`src/rtl/rr_mux_arbiter.sv`:
```
// Four-requester round-robin arbiter that steers the winning requester's data
// through a 4:1 MUX into a one-entry registered output slot with a valid/ready drain.
module rr_mux_arbiter #(
  parameter int WIDTH = 8,
  parameter int CNT_W = 8
) (
  input  logic             clk,
  input  logic             rst,
  input  logic [3:0]       Req,
  input  logic [WIDTH-1:0] D0,
  input  logic [WIDTH-1:0] D1,
  input  logic [WIDTH-1:0] D2,
  input  logic [WIDTH-1:0] D3,
  output logic [3:0]       Gnt,
  output logic [1:0]       Sel,
  output logic [WIDTH-1:0] Y,
  output logic             YValid,
  input  logic             YReady,
  output logic             Busy,
  output logic [CNT_W-1:0] GrantCount
);

  // Handshake: a word moves to the consumer on a rising edge where YValid=1 and
  // YReady=1; a requester's word moves into the slot on an edge where Gnt[k]=1.
  typedef enum logic {
    SLOT_EMPTY = 1'b0,
    SLOT_FULL  = 1'b1
  } slot_t;

  slot_t            r_slot;
  slot_t            w_slot_nxt;
  logic [1:0]       r_ptr;
  logic [1:0]       r_last_sel;
  logic [WIDTH-1:0] r_y;
  logic [CNT_W-1:0] r_grant_count;

  logic             w_any_req;
  logic [1:0]       w_winner;
  logic             w_found;
  logic             w_accept;
  logic             w_pop;
  logic [WIDTH-1:0] w_mux_data;

  assign w_any_req = |Req;

  // Rotating priority scan starting at r_ptr.
  always_comb begin
    logic [1:0] idx;
    w_winner = r_ptr;
    w_found  = 1'b0;
    idx      = r_ptr;
    for (int i = 0; i < 4; i++) begin
      idx = r_ptr + 2'(i);
      if (!w_found && Req[idx]) begin
        w_winner = idx;
        w_found  = 1'b1;
      end
    end
  end

  assign w_pop    = (r_slot == SLOT_FULL) && YReady;
  // No grant can be issued while reset is held, even though Req may be active.
  assign w_accept = !rst && w_any_req && ((r_slot == SLOT_EMPTY) || YReady);

  always_comb begin
    Gnt = 4'b0000;
    if (w_accept) begin
      Gnt[w_winner] = 1'b1;
    end
  end

  assign Sel = (w_any_req && !rst) ? w_winner : r_last_sel;

  always_comb begin
    w_mux_data = D0;
    case (Sel)
      2'd0:    w_mux_data = D0;
      2'd1:    w_mux_data = D1;
      2'd2:    w_mux_data = D2;
      default: w_mux_data = D3;
    endcase
  end

  always_comb begin
    w_slot_nxt = r_slot;
    if (w_accept) begin
      w_slot_nxt = SLOT_FULL;
    end else if (w_pop) begin
      w_slot_nxt = SLOT_EMPTY;
    end
  end

  always_ff @(posedge clk or posedge rst) begin
    if (rst) begin
      r_slot <= SLOT_EMPTY;
    end else begin
      r_slot <= w_slot_nxt;
    end
  end

  always_ff @(posedge clk or posedge rst) begin
    if (rst) begin
      r_y           <= '0;
      r_ptr         <= 2'd0;
      r_last_sel    <= 2'd0;
      r_grant_count <= '0;
    end else if (w_accept) begin
      r_y           <= w_mux_data;
      r_ptr         <= w_winner + 2'd1;
      r_last_sel    <= w_winner;
      r_grant_count <= r_grant_count + 1'b1;
    end
  end

  assign Y          = r_y;
  assign YValid     = (r_slot == SLOT_FULL);
  assign Busy       = YValid;
  assign GrantCount = r_grant_count;

endmodule
```
`config.mk`:
```
export PLATFORM = sky130hd
export DESIGN_NAME = rr_mux_arbiter
export DESIGN_NICKNAME = d
export VERILOG_FILES = /design/src/rtl/rr_mux_arbiter.sv
export SDC_FILE = /design/constraint.sdc
export NUM_CORES = 1
export LEC_CHECK = 0
export BUFFER_PORTS_ARGS = -buffer_cell sky130_fd_sc_hd__buf_2
export CORE_ASPECT_RATIO = 0.75
export CORE_MARGIN = 3
export CORE_UTILIZATION = 45
export CTS_BUF_LIST = sky130_fd_sc_hd__clkbuf_2 sky130_fd_sc_hd__clkbuf_4 sky130_fd_sc_hd__clkbuf_8
export CTS_CLUSTER_SIZE = 40
export DETAILED_ROUTE_END_ITERATION = 12
export PLACE_DENSITY = 0.77
export SLEW_MARGIN = 15
export SYNTH_ARGS = -nofsm -noshare
export SYNTH_HDL_FRONTEND = slang
export SYNTH_SLANG_ARGS = --single-unit
```
`constraint.sdc`:
```
create_clock -name clk -period 3.85 [get_ports clk]
set_input_delay 0.9625 -clock clk [delete_from_list [all_inputs] [get_ports clk]]
set_output_delay 0.9625 -clock clk [all_outputs]
set_load 0.02 [all_outputs]
```
# [Word level (Yosys, flattened, before mapping)]
# Index checks and enable logic that the tools add are counted.
[totals] ff_bits=21 inputBits=39 output_inout_bits=24 elab_cells=55
[classes] n_addsub=5 order_cmp=6 n_eq_ne=2 muxes=21 n_bitwise=1 reduce_logical=15
[ops] operator="case mux 8 bit (3 select lines)" n=1
[ops] operator="< comparator 2 x 3 -> 1 bit (second input constant)" n=5
[ops] operator="two-way mux 1 bit" n=10
[ops] operator="adder 8 x 1 -> 8 bit (second input constant)" n=1
[ops] operator="binary-select mux 1 bit (select 2 bit)" n=4
[ops] operator="two-way mux 2 bit" n=4
[ops] operator="logical AND 1 bit" n=7
[ops] operator="adder 2 x 1 -> 2 bit (second input constant)" n=2
[ops] operator="adder 2 bit (second input constant)" n=2
[ops] operator="zero test 1 bit" n=4
[ops] operator="two-way mux 4 bit" n=1
[ops] operator="OR reduction 4 bit" n=1
[ops] operator="demux 1 bit (select 2 bit)" n=1
[ops] operator="== test 2 x 1 -> 1 bit (second input constant)" n=1
[ops] operator="== test 2 bit (second input constant)" n=1
[ops] operator="greater-or-equal comparator 2 x 1 -> 1 bit (second input constant)" n=1
[ops] operator="zero test 2 bit" n=1
[ops] operator="nonzero test 2 bit" n=1
[ops] operator="logical OR 1 bit" n=1
[ops] operator="NOT 1 bit" n=1

# [Longest topological paths before layout]
[depth] depth_word=17 depth_mapped=9 mapped_depth_nobuf=7

# [Worst setup path before layout]
# No wires, ideal clock.
[synth_timing] path_type="input-to-output" from="in Req[2]" to="out Gnt[3]" arrival_ns=2.282 t_required_ns=2.888 path_slack_ns=0.605 cell_stages=8 n_path_buf=2 path_cell_list="clkbuf_2 -> or3_1 -> o2111ai_1 -> and2_1 -> buf_4 -> inv_1 -> ha_1 -> and3_1"
[synth_via] elab_chain_len=17
[synth_rtl] element="start: declaration" line_no="9" source="input logic [3:0] Req,"
[synth_rtl] element="binary-select mux 1 bit (select 2 bit)" line_no="54" source="if (!w_found && Req[idx]) begin"
[synth_rtl] element="two-way mux 1 bit (not written as such)" line_no="54"
[synth_rtl] element="two-way mux 1 bit" line_no="54"
[synth_rtl] element="zero test 1 bit" line_no="54"
[synth_rtl] element="logical AND 1 bit" line_no="54"
[synth_rtl] element="two-way mux 1 bit" line_no="54"
[synth_rtl] element="zero test 1 bit" line_no="54"
[synth_rtl] element="logical AND 1 bit" line_no="54"
[synth_rtl] element="[... 2 more ...]"
[synth_rtl] element="logical AND 1 bit" line_no="54"
[synth_rtl] element="two-way mux 2 bit *" line_no="54"
[synth_rtl] element="via w_winner[1]" line_no="38" source="logic [1:0] w_winner;"
[synth_rtl] element="< comparator 2 x 3 -> 1 bit (not written as such) or greater-or-equal comparator 2 x 1 -> 1 bit (tied branches)" line_no="68" source="Gnt[w_winner] = 1'b1;"
[synth_rtl] element="logical AND 1 bit (not written as such)" line_no="68"
[synth_rtl] element="two-way mux 1 bit (not written as such)" line_no="68"
[synth_rtl] element="demux 1 bit (select 2 bit) *" line_no="68"
[synth_rtl] element="two-way mux 4 bit *" line_no="67" source="if (w_accept) begin"
[synth_rtl] element="end: declaration" line_no="14" source="output logic [3:0] Gnt,"
# Mark *: on every way through the listed nets, which the timed path passes. The rest lies on a longest branch. The select of a mux whose other input is x is not followed.

# [Worst setup path after layout]
[layout_timing] from="in Req[1]" to="out Gnt[2]"
# The elaborated chain is that of the path after synthesis.

==> results.md <==
- R2R depth: 6
- Filler cell count: 251
- Layout Skew: 0.00905 ns
- Final Util: 62.9%
- Most common library cell in the layout ignoring fill and taps: buf_2
- Net Count, Synth: 199
- Gpl congestion: 0.885
- Compound-Gate Fraction of Synth Area: 23.6%
- Total negative slack: 0 ns
- Crit path launch type: input pin
- Leakage: 0.849 nW
- Final WS setup: 0.365 ns
- Most frequent cells in the layout: buf_2, dfrtp_1, nand2_1
- Critical Path Sink: Gnt[2]
- Crit end category: primary output
- Rel. slew slack: 50.1%
- Synth Area in Simple Gates: 21.7%
- Ys flop type: dfrtp_1
- Reg2reg end: r_ptr[1]
- Gate Count Post-Synth: 155
- Post-CTS sizing: 0
- Post-CTS Setup Repair Bufs: 0
- Reg2reg setup slack: 1.65 ns
- Vias in the first global route: 1,248
- Final wirelength: 3790 um
- Worst reg2reg startpoint: r_ptr[0]
- Most common cell on crit path: buf_2
- Synth Area per Inst: 8.90 sq um
- CTS HTree Levels: 1
- CTS tree: built
- Core box area: 2760 sq um
- # IOs: 63
- Share of the synthesized area in the top cell type: 38.1%
- MaxCap Viol Count: 0
- DRC marker count from the first detailed-route iteration: 111
- RSZ-0062 raised after global routing: no
- Initial Utilization: 49.9%
- Critical Path Source: Req[1]
- Async SR Flop Fraction: 100%
- YS warnings: 0
- Max Clk Rate: 287 MHz
- Top post-synthesis cells by area: dfrtp_1, a31oi_1, nand2_1
- Die X: 69.9 um
- Critical-path top delay cell: a221o_1
- DR WL/cell: 15.2 um
- CP arrival: 2.52 ns
- Pins Over Slew Limit: 0
- Maximum fanout along the worst path: 11
- Layout cells sized above 1: 36.2%
- PD cells: 647 nW/um^2
- Clock sinks: 21
- Port Buffer Count: 62
- Final Hold Fails: 0
- Diodes inserted: 0
- Chip height: 53.9 um
- Drt first pass iters: 4
- DP Worst Slack: 0.364 ns
- Row count: 16
- Hpwl dp: 2910 um
- Highest ir drop seen on vdd: 0.000239 V
- Tightest Pin Transition: 0.749 ns
- Final Setup Violations: 0
- Critical path required time: 2.89 ns
- Mux share of post-synthesis cell area: 1.63%
- DR vias: 1,391
- Crit Path Class: in -> out
- First-pass GRT wire length: 6090 um
- HP Class: reg -> reg
- Post-CTS Hold Fix Bufs: 0
- Synth Register Bits: 21
- Post-synthesis instance area: 1380 sq um
- Total GRT Usage: 20.3%
- Area growth, synth to finish: 26.0%
- Clk slew on worst S/H paths: 0.09 ns
- Tot Pwr: 1.12 mW
- Largest net degree at the start of global routing: 22
- Cts bufs inserted: 3
- Residual DRC count: 0
- Area post-placement: 1690 sq um
- Largest family of logic cells by synthesized area: compound AO/OA/AOI/OAI gates
- Register area share after synthesis: 38.1%
- Antenna violations before repair: 0
- Synth Area in XOR/XNOR: 4.45%
- Layout Nets: 258
- Die area: 3770 sq um
- Area leader, netlist: dfrtp_1
- Status: finished, final reports clean
- Post-synth EDFFs: 0
- Final Critical Period: 3.48 ns
- Cell chosen for the clock root: clkbuf_8
- CP Cell Sequence: buf_2 > inv_1 > a221o_1 > a22oi_4 > inv_2 > ha_1 > and3_1 > buf_2
- Post-Place Cells: 245
- Vias per cell: 5.59
- Gr ovfl total: 0
- Hold WS: 0.479 ns
- Distinct cells, synth: 42
- Adder-cell share of the synthesized area: 4.54%
- DRT antenna net count: 0
- Non-filler instance count after layout: 249
- Fin crit share: 90.5%
- Final instance area: 1740 sq um
- Max incr delay on CP: 0.40 ns
- CTS max path bufs: 2
- Worst-skew pair later-pin latency: 0.27 ns
[worst min-delay path by stage]
stage                        startpoint            end  depth (start not counted)
after global routing      GrantCount[7]  GrantCount[7]                          1
after floorplan           r_last_sel[1]  r_last_sel[1]                          2
after global placement    GrantCount[7]  GrantCount[7]                          1
after detailed placement  GrantCount[7]  GrantCount[7]                          1
final                     GrantCount[7]  GrantCount[7]                          1
after CTS                 GrantCount[7]  GrantCount[7]                          1
[worst max-delay path: cells and delay by family]
family	cells	cell delay, ns
fa+ha+maj	1	0.20
simple gates	1	0.13
buf+inv	4	0.43
compound gates	2	0.78
[area by class of cell]
type | instances | area [sq um] | share of cell area, %
Tap cell | 36 | 45.0 | 2.59
Clock inverter | 1 | 7.51 | 0.432
Inverter | 6 | 22.5 | 1.30
Clock buffer | 3 | 41.3 | 2.38
Timing Repair Buffer | 64 | 325 | 18.7
Multi-Input combinational cell | 118 | 771 | 44.3
Sequential cell | 21 | 526 | 30.2
[routing by layer]
metal  up-vias  part of all wire (%)  global-route usage, %  wire length, um
met5         -                     0                      0                0
met4         0                  0.61                   4.46               23
met3         4                   8.5                   4.66              321
met2        58                    47                   32.6             1790
met1       648                    44                   28.3             1650
li1        681                     -                      -                -
[sequential cells by signal, indices dropped and copies added, names as in the netlist]
register and flops:
Busy 1, GrantCount 8, Y 8, r_last_sel 2, r_ptr 2
[cells in the mapped netlist, types with 5 or more instances]
cell type and number:
dfrtp_1 21, nand2_1 20, a31oi_1 12, o21ai_0 11, nor2_1 8, o22ai_1 8
and3_1 7, xnor2_1 7, buf_2 5, ha_1 5
[kinds of logic (layout without fill, tap and decap cells)]
| family | after synthesis | after routing |
|---|---|---|
| simple gates | 58 | 58 |
| compound gates | 46 | 46 |
| flops | 21 | 21 |
| buf+inv | 16 | 74 |
| xor+xnor | 7 | 7 |
| fa+ha+maj | 5 | 5 |
| mux | 2 | 2 |
[where the power goes]
group | total [mW] | internal, mW | switching (mW)
sequential | 0.398 | 0.305 | 0.0931
clock | 0.152 | 0.0732 | 0.0785
combinational | 0.574 | 0.229 | 0.345
Note: power is estimated with default switching activity, not from simulation.
